===== config.mk =====
export PLATFORM = sky130hd
export DESIGN_NAME = instruction_mem_pipe
export DESIGN_NICKNAME = d
export VERILOG_FILES = /design/src/rtl/instruction_mem_pipe.sv
export SDC_FILE = /design/constraint.sdc
export NUM_CORES = 2
export LEC_CHECK = 0
export CAP_MARGIN = 10
export CORE_MARGIN = 3
export CORE_UTILIZATION = 40
export CTS_CLUSTER_DIAMETER = 60
export CTS_CLUSTER_SIZE = 24
export DETAILED_ROUTE_END_ITERATION = 12
export DONT_BUFFER_PORTS = 1
export GPL_TIMING_DRIVEN = 0
export PLACE_DENSITY = 0.63
export SLEW_MARGIN = 20
export SYNTH_ARGS = -nofsm -noshare
export SYNTH_HDL_FRONTEND = slang
export SYNTH_SLANG_ARGS = --single-unit

===== constraint.sdc =====
create_clock -name clk -period 3.75 [get_ports clk]
set_input_delay 0.75 -clock clk [delete_from_list [all_inputs] [get_ports clk]]
set_output_delay 0.75 -clock clk [all_outputs]
set_load 0.05 [all_outputs]

===== src/rtl/instruction_mem_pipe.sv =====
// Word-indexed instruction RAM with an independent fetch port and program-load port,
// a post-reset zero-fill sequencer and a 1- or 2-cycle registered read pipeline.
module instruction_mem_pipe #(
    parameter int INSTRUCTION_WIDTH = 19,
    parameter int ADDRESS_BUS_WIDTH = 10,
    parameter int DEPTH             = 128,
    parameter int ADDR_SHIFT        = 2,
    parameter int READ_LATENCY      = 1,
    parameter int CLEAR_ON_RESET    = 1
) (
    input  logic                         clk,
    input  logic                         rst_n,
    input  logic                         rd_req,
    input  logic [ADDRESS_BUS_WIDTH-1:0] rd_addr,
    output logic                         rd_valid,
    output logic [INSTRUCTION_WIDTH-1:0] rd_data,
    output logic                         rd_err,
    input  logic                         wr_en,
    input  logic [ADDRESS_BUS_WIDTH-1:0] wr_addr,
    input  logic [INSTRUCTION_WIDTH-1:0] wr_data,
    output logic                         wr_ack,
    output logic                         busy
);

    localparam int IW = (DEPTH > 1) ? $clog2(DEPTH) : 1;
    localparam logic [0:0] ST_FILL  = 1'b0;
    localparam logic [0:0] ST_READY = 1'b1;
    localparam logic [0:0] INIT_ST  = (CLEAR_ON_RESET != 0) ? ST_FILL : ST_READY;
    localparam logic [ADDRESS_BUS_WIDTH:0] DEPTH_L = (ADDRESS_BUS_WIDTH + 1)'(DEPTH);
    localparam logic [IW-1:0] LAST_IDX = IW'(DEPTH - 1);

    logic [INSTRUCTION_WIDTH-1:0] mem_q [DEPTH];

    logic [0:0]                   state_q, state_d;
    logic [IW-1:0]                fill_q, fill_d;
    logic                         busy_q;
    logic                         fill_we_s;
    logic [ADDRESS_BUS_WIDTH-1:0] rd_idx_s, wr_idx_s;
    logic                         rd_in_range_s, wr_in_range_s;
    logic                         rd_accept_s, wr_accept_s;

    logic                         s1_valid_q;
    logic [INSTRUCTION_WIDTH-1:0] s1_data_q;
    logic                         s1_err_q;
    logic                         wr_ack_q;

    // Index decode and port acceptance; both ports are gated off while filling.
    always_comb begin
        rd_idx_s      = rd_addr >> ADDR_SHIFT;
        wr_idx_s      = wr_addr >> ADDR_SHIFT;
        rd_in_range_s = ({1'b0, rd_idx_s} < DEPTH_L);
        wr_in_range_s = ({1'b0, wr_idx_s} < DEPTH_L);
        rd_accept_s   = rd_req && (state_q == ST_READY);
        wr_accept_s   = wr_en && (state_q == ST_READY);
    end

    // Fill sequencer next-state: one zero word per cycle, then READY forever.
    always_comb begin
        state_d   = state_q;
        fill_d    = fill_q;
        fill_we_s = 1'b0;
        case (state_q)
            ST_FILL: begin
                fill_we_s = 1'b1;
                if (fill_q == LAST_IDX) begin
                    state_d = ST_READY;
                    fill_d  = '0;
                end else begin
                    state_d = ST_FILL;
                    fill_d  = fill_q + IW'(1);
                end
            end
            ST_READY: begin
                state_d = ST_READY;
                fill_d  = fill_q;
            end
            default: begin
                state_d = INIT_ST;
                fill_d  = '0;
            end
        endcase
    end

    // Sequencer state and registered busy flag.
    always_ff @(posedge clk or negedge rst_n) begin
        if (!rst_n) begin
            state_q <= INIT_ST;
            fill_q  <= '0;
            busy_q  <= (INIT_ST == ST_FILL);
        end else begin
            state_q <= state_d;
            fill_q  <= fill_d;
            busy_q  <= (state_d == ST_FILL);
        end
    end

    // Storage array; out-of-range loads are dropped rather than aliased.
    always_ff @(posedge clk) begin
        if (fill_we_s) begin
            mem_q[fill_q] <= '0;
        end else if (wr_accept_s && wr_in_range_s) begin
            mem_q[wr_idx_s[IW-1:0]] <= wr_data;
        end
    end

    // First read stage samples the array at acceptance, giving read-first collisions.
    always_ff @(posedge clk or negedge rst_n) begin
        if (!rst_n) begin
            s1_valid_q <= 1'b0;
            s1_data_q  <= '0;
            s1_err_q   <= 1'b0;
            wr_ack_q   <= 1'b0;
        end else begin
            s1_valid_q <= rd_accept_s;
            wr_ack_q   <= wr_accept_s;
            if (rd_accept_s) begin
                s1_data_q <= rd_in_range_s ? mem_q[rd_idx_s[IW-1:0]] : '0;
                s1_err_q  <= !rd_in_range_s;
            end
        end
    end

    generate
        if (READ_LATENCY == 2) begin : g_lat2
            logic                         s2_valid_q;
            logic [INSTRUCTION_WIDTH-1:0] s2_data_q;
            logic                         s2_err_q;

            // Extra output stage; data/err only move when a result passes through.
            always_ff @(posedge clk or negedge rst_n) begin
                if (!rst_n) begin
                    s2_valid_q <= 1'b0;
                    s2_data_q  <= '0;
                    s2_err_q   <= 1'b0;
                end else begin
                    s2_valid_q <= s1_valid_q;
                    if (s1_valid_q) begin
                        s2_data_q <= s1_data_q;
                        s2_err_q  <= s1_err_q;
                    end
                end
            end

            assign rd_valid = s2_valid_q;
            assign rd_data  = s2_data_q;
            assign rd_err   = s2_err_q;
        end else begin : g_lat1
            assign rd_valid = s1_valid_q;
            assign rd_data  = s1_data_q;
            assign rd_err   = s1_err_q;
        end
    endgenerate

    assign wr_ack = wr_ack_q;
    assign busy   = busy_q;

endmodule


# Word level (Yosys, flattened, before mapping)

Memory sizes are Yosys's and may differ from the RTL's.
Index checks and enable logic that the tools add are counted.

Memories kept: 1
Latch bits: 0
Memory bits (writable): 2432
Register bits: 31
Word-level logic and storage cells: 31
Bits in read-only memories: 0
Output and inout port bits: 23

Shifts and indexed selects: 0
Bitwise gates (word level): 2
Add/subtract/negate cells: 1
Mux-type cells: 12
Div/mod/pow operators: 0
Equal/unequal tests: 1
Reductions and logical operators: 5
$mul: 0
$lt $le $gt $ge: 2

Memory list:

| memory | depth | bits a word | rd ports | clocked after Yosys merged registers in | wr ports | line | source |
|---|---|---|---|---|---|---|---|
| mem_q  | 128   | 19          | 1        | 0                                       | 1        | 32   | `logic [INSTRUCTION_WIDTH-1:0] mem_q [DEPTH];` |

Operator list:

| kind                                              | number |
|---|---|
| two-way mux 19 bit                                | 2 |
| two-way mux 7 bit                                 | 3 |
| OR reduction 19 bit                               | 1 |
| less-than comparator 8 bit, second input constant | 2 |
| adder 7 x 1 -> 7 bit, second input constant       | 1 |
| == test 7 bit, second input constant              | 1 |
| two-way mux 1 bit                                 | 6 |
| logical AND 1 bit                                 | 3 |
| NOT 1 bit                                         | 2 |
| one-hot mux 1 bit (2 select lines)                | 1 |
| logical NOT 1 bit                                 | 1 |

# Logic depth before layout (Yosys ltp)

Depth after elaboration: 7
Depth in mapped cells: 9
Depth with buffers taken out: 5

# Worst setup path before layout

Ideal clock, no wire load.

Kind: input to register
From: input port wr_addr[9]
To: memory mem_q[0][10], data pin
Setup slack: -0.267 ns
Library setup time: 0.535 ns
Cell stages on the path: 6
Required time: 3.215 ns
Arrival time: 3.482 ns
Cell sequence: and3b_1 -> buf_2 -> clkbuf_1 -> clkbuf_1 -> clkbuf_1 -> and2_1

Cells in the longest elaborated chain, start to end: 7

Ends and longest elaborated chain:

| item                                    | line | source |
|---|---|---|
| from (decl)                             | 19   | `input logic [ADDRESS_BUS_WIDTH-1:0] wr_addr,` |
| less-than comparator 8 bit              | 52   | `wr_in_range_s = ({1'b0, wr_idx_s} < DEPTH_L);` |
| logical AND 1 bit                       | 101  | `end else if (wr_accept_s && wr_in_range_s) begin` |
| two-way mux 1 bit                       | 101  |  |
| two-way mux 1 bit                       | 99   | `if (fill_we_s) begin` |
| two-way mux 1 bit (implied by the code) | 102  | `mem_q[wr_idx_s[IW-1:0]] <= wr_data;` |
| OR reduction 19 bit (no source line)    | n/a  |  |
| two-way mux 19 bit (no source line)     | n/a  |  |
| to (decl)                               | 32   |  |

No other way between the ends.

# Final worst setup path

From: register state_q
To: memory mem_q[35][15], enable pin

Cells in the longest elaborated chain, start to end: 7
Elaborated cells between the ends (all ways): 9
Those cells by class: mux (6); reduce/logical (3)

Ends and longest elaborated chain:

| item                                                                    | line | source |
|---|---|---|
| from (decl)                                                             | 34   | `logic [0:0] state_q, state_d;` |
| from (signal assigned)                                                  | 91   | `state_q <= state_d;` |
| logical AND 1 bit                                                       | 54   | `wr_accept_s = wr_en && (state_q == ST_READY);` |
| logical AND 1 bit                                                       | 101  |  |
| two-way mux 1 bit                                                       | 101  |  |
| two-way mux 1 bit                                                       | 99   |  |
| two-way mux 1 bit (implied by the code)                                 | 102  |  |
| OR reduction 19 bit (no source line)                                    | n/a  |  |
| two-way mux 7 bit (no source line) or two-way mux 1 bit (tied branches) | n/a  |  |

Parallel ways exist; a longest one is shown, timed or not.

==> impl_metrics.csv <==
group,metric,value,unit
outcome,status,"completed",
final_layout,fin_util,45.7,%
clocking,cts.sinks,2463,
yosys,async_reset_ff_share,1.26,%
yosys,syn_inst,4311,
critical_path,critical_path.top_delay_family,"simple AND/OR/NAND/NOR gates",
power_and_ir_drop,peakVddDrop,0.000323,V
clocking,clock_path_buffers,3,
yosys,postSynthNetCount,4355,
floorplan,die_y,491,um
detailed_routing,ant_nets,0,
critical_path,worstPathMaxFanout,11,
detailed_routing,routedWlPerCell,31.1,um
sta,rsz0062_at_grt,"yes",
sta,post-route-worst-setup-slack,0.0797,ns
sta,drv_slew,0,
detailed_routing,vias_per_cell,5.82,
yosys,synthXorXnorAreaFrac,0.0465,%
grt,grt_max_degree,71,
critical_path,arrival,4.25,ns
critical_path,start_kind,"flip-flop",
final_layout,finalNetCount,4646,
critical_path,cp_slowest_cell,"o31ai_2",
critical_path,required,4.33,ns
detailed_routing,via_count,45800,
critical_path,cp_slowest_stage_delay,0.75,ns
clocking,cts.clk_slew.worst_paths,0.09,ns
placement,dpl.cell_count,7563,
clocking,cts-htree-levels,4,
final_layout,fill_cells,19300,
sta,slew-limit-headroom,4.89,%
placement,place.gp.congestion,0.938,
detailed_routing,drt-pass1-iter-count,5,
sta,fin_skew,0.0469,ns
yosys,synth_top_family_by_area,"multiplexers",
yosys,yosys.area_share.simple,1.90,%
grt,gr-usage-all-layers,19.9,%
clocking,cts_tree,"yes",
yosys,yosysTopAreaCell,"edfxtp_1",
yosys,syn_area,94300,sq um
placement,pre_cts_slack,-0.805,ns
power_and_ir_drop,power_density,467,nW/um^2
floorplan,die_area,242000,sq um
yosys,synth_most_common_cell,"edfxtp_1",
yosys,yosys_register_bits,2463,
floorplan,fp-row-count,177,
yosys,netlist_top_cells_count,"2,432 x edfxtp_1, 513 x mux4_2, 192 x nor2_1",
final_layout,area_growth,13.2,%
power_and_ir_drop,p_leak,26.2,nW
yosys,yosysWarnings,0,
sta,report.final.hold_viol_count,0,
yosys,synth-edff-count,2432,
yosys,ys.flop_type,"edfxtp_1",
sta,fin_crit_sh,97.9,%
clocking,clk_latency,0.84,ns
floorplan,start_util,40.4,%
clocking,numCtsBuffers,157,
final_layout,fin_cells,7864,
floorplan,die_w,491,um
grt,grt_pass1_vias,45200,
detailed_routing,drc_errors,0,
grt,grt_pass1_wl,342000,um
floorplan,coreArea,233000,sq um
critical_path,crit_type,"flip-flop to flip-flop",
yosys,muxShareOfSynthArea,14.8,%
detailed_routing,drt_wl_total,244000,um
yosys,syn_avg_cell_area,21.9,sq um
placement,dp_hpwl,163000,um
critical_path,path_cells,"and3b_1 > buf_2 > clkbuf_1 > o31ai_2 > nand2_1 > nor2_2 > buf_6",
final_layout,drive_gt1_share,29.7,%
flow_run,max_cap_violations,0,
sta,tightest_slew,1.41,ns
yosys,seq_area_frac_synth,78.3,%
grt,grt_overflow,0,
grt,grt_antenna_before_repair,9,
clocking,clockRootBuffer,"clkbuf_16",
yosys,synth_top_area_share,77.5,%
yosys,synth_area_leaders,"edfxtp_1 77%, mux4_2 12%, mux2_2 1.8%, a22oi_1 1.5%, dfrtp_1 0.80%",
hold_path,hp-class,"input port to flip-flop",
critical_path,cp_num_buf_inv,3,
yosys,synthAdderAreaFrac,0.0133,%
floorplan,io_pins,66,
yosys,yosysUniqueCellTypes,53,
yosys,synth_compound_area_share,3.49,%
critical_path,crit_path_end_kind,"flip-flop",
sta,setup_viol,0,
sta,clock.fmax,272,MHz
placement,port_buffers,0,
detailed_routing,drt_iter0_drc,6060,
sta,period_minus_slack,3.67,ns
==> registers in the layout (all words and copies together), names as in the netlist <==
| name | count |
|---|---|
| rd_valid | 1 |
| busy | 1 |
| mem_q | 2432 |
| rd_data | 19 |
| fill_q | 7 |
| state_q | 1 |
| wr_ack | 1 |
| rd_err | 1 |
==> cell usage in the layout (no fill, tap or decap), drive strengths merged, types with 20 or more instances in the layout <==
| cell type | netlist | layout |
|---|---|---|
| mux2 | 153 | 153 |
| edfxtp | 2432 | 2432 |
| mux4 | 513 | 513 |
| buf | 189 | 319 |
| clkbuf | 53 | 220 |
| and2 | 23 | 23 |
| nand2 | 65 | 65 |
| a21oi | 42 | 42 |
| nand3 | 27 | 27 |
| inv | 4 | 56 |
| o21ai | 59 | 59 |
| nor2 | 193 | 193 |
| a22o | 20 | 20 |
| dfrtp | 30 | 30 |
| a22oi | 189 | 189 |
| o22ai | 113 | 113 |
| clkinv | 0 | 47 |
| mux2i | 64 | 64 |
==> metrics by stage <==
step	area (sq um)	total power, mW	TNS, ns	hold WS (ns)
global route	107000	51.2	-0.279	0.0205
finish	107000	49.8	0	0.0604
CTS	107000	50.1	-6.81	0.0168
floorplan	94300	31.2	-61.02	0.454
global placement	98200	31.7	-7577.31	0.455
detailed placement	101000	31.7	-661.34	0.455
==> final cells by class <==
| class | count | area, sq um | area share (%) |
|---|---|---|---|
| inverter | 4 | 15.0 | 0.0141 |
| clock inverter | 118 | 1380 | 1.30 |
| clock buffer | 167 | 4010 | 3.76 |
| tap | 3132 | 3920 | 3.67 |
| antenna | 4 | 10.0 | 0.00938 |
| sequential | 2463 | 73800 | 69.2 |
| timing repair buffer | 132 | 2210 | 2.07 |
| buffer | 242 | 1400 | 1.31 |
| multi-input combinational | 1602 | 19900 | 18.7 |
==> final timing paths <==
path,from,end,slack (ns),cells past startpoint
max,state_q,mem_q[35][15],0.08,7
min,rd_addr[9],rd_err,0.06,1
max reg2reg,state_q,mem_q[35][15],0.08,7
min reg2reg,fill_q[6],fill_q[5],0.60,1
max in group asynchronous,rst_n,busy,3.06,2
min in group asynchronous,rst_n,rd_data[0],0.45,2
==> layer usage <==
metal | global-route usage, % | share of wire [%] | vias to the layer above
met2 | 31.0 | 47 | 1974
met3 | 3.92 | 8.3 | 336
li1 | - | - | 18800
met5 | 0 | 0 | -
met4 | 7.62 | 4.1 | 0
met1 | 27.9 | 40 | 24700
==> what timing repair did <==
action	in CTS	in global routing
setup buffers	7	2
hold buffers	3	0
endpoints found under the setup margin	825	530
endpoints found under the hold margin	32	0
gates resized for setup	26	16
pin swaps	3	4
==> cells by family after synthesis <==
| family | count (synthesis) |
|---|---|
| adder cells (fa/ha/maj) | 1 |
| buffers and inverters | 246 |
| multiplexers | 730 |
| AND/OR/NAND/NOR | 382 |
| flip-flops | 2463 |
| XOR/XNOR | 5 |
| AO/OA/AOI/OAI | 484 |
==> report_power, final <==
part / total, mW / switching (mW) / internal (mW)
Sequential: 29.7 / 0 / 29.7
Combinational: 1.31 / 0.868 / 0.443
Clock: 18.8 / 9.97 / 8.82
Total: 49.8 / 10.8 / 39.0
(Power assumes the default switching activity.)
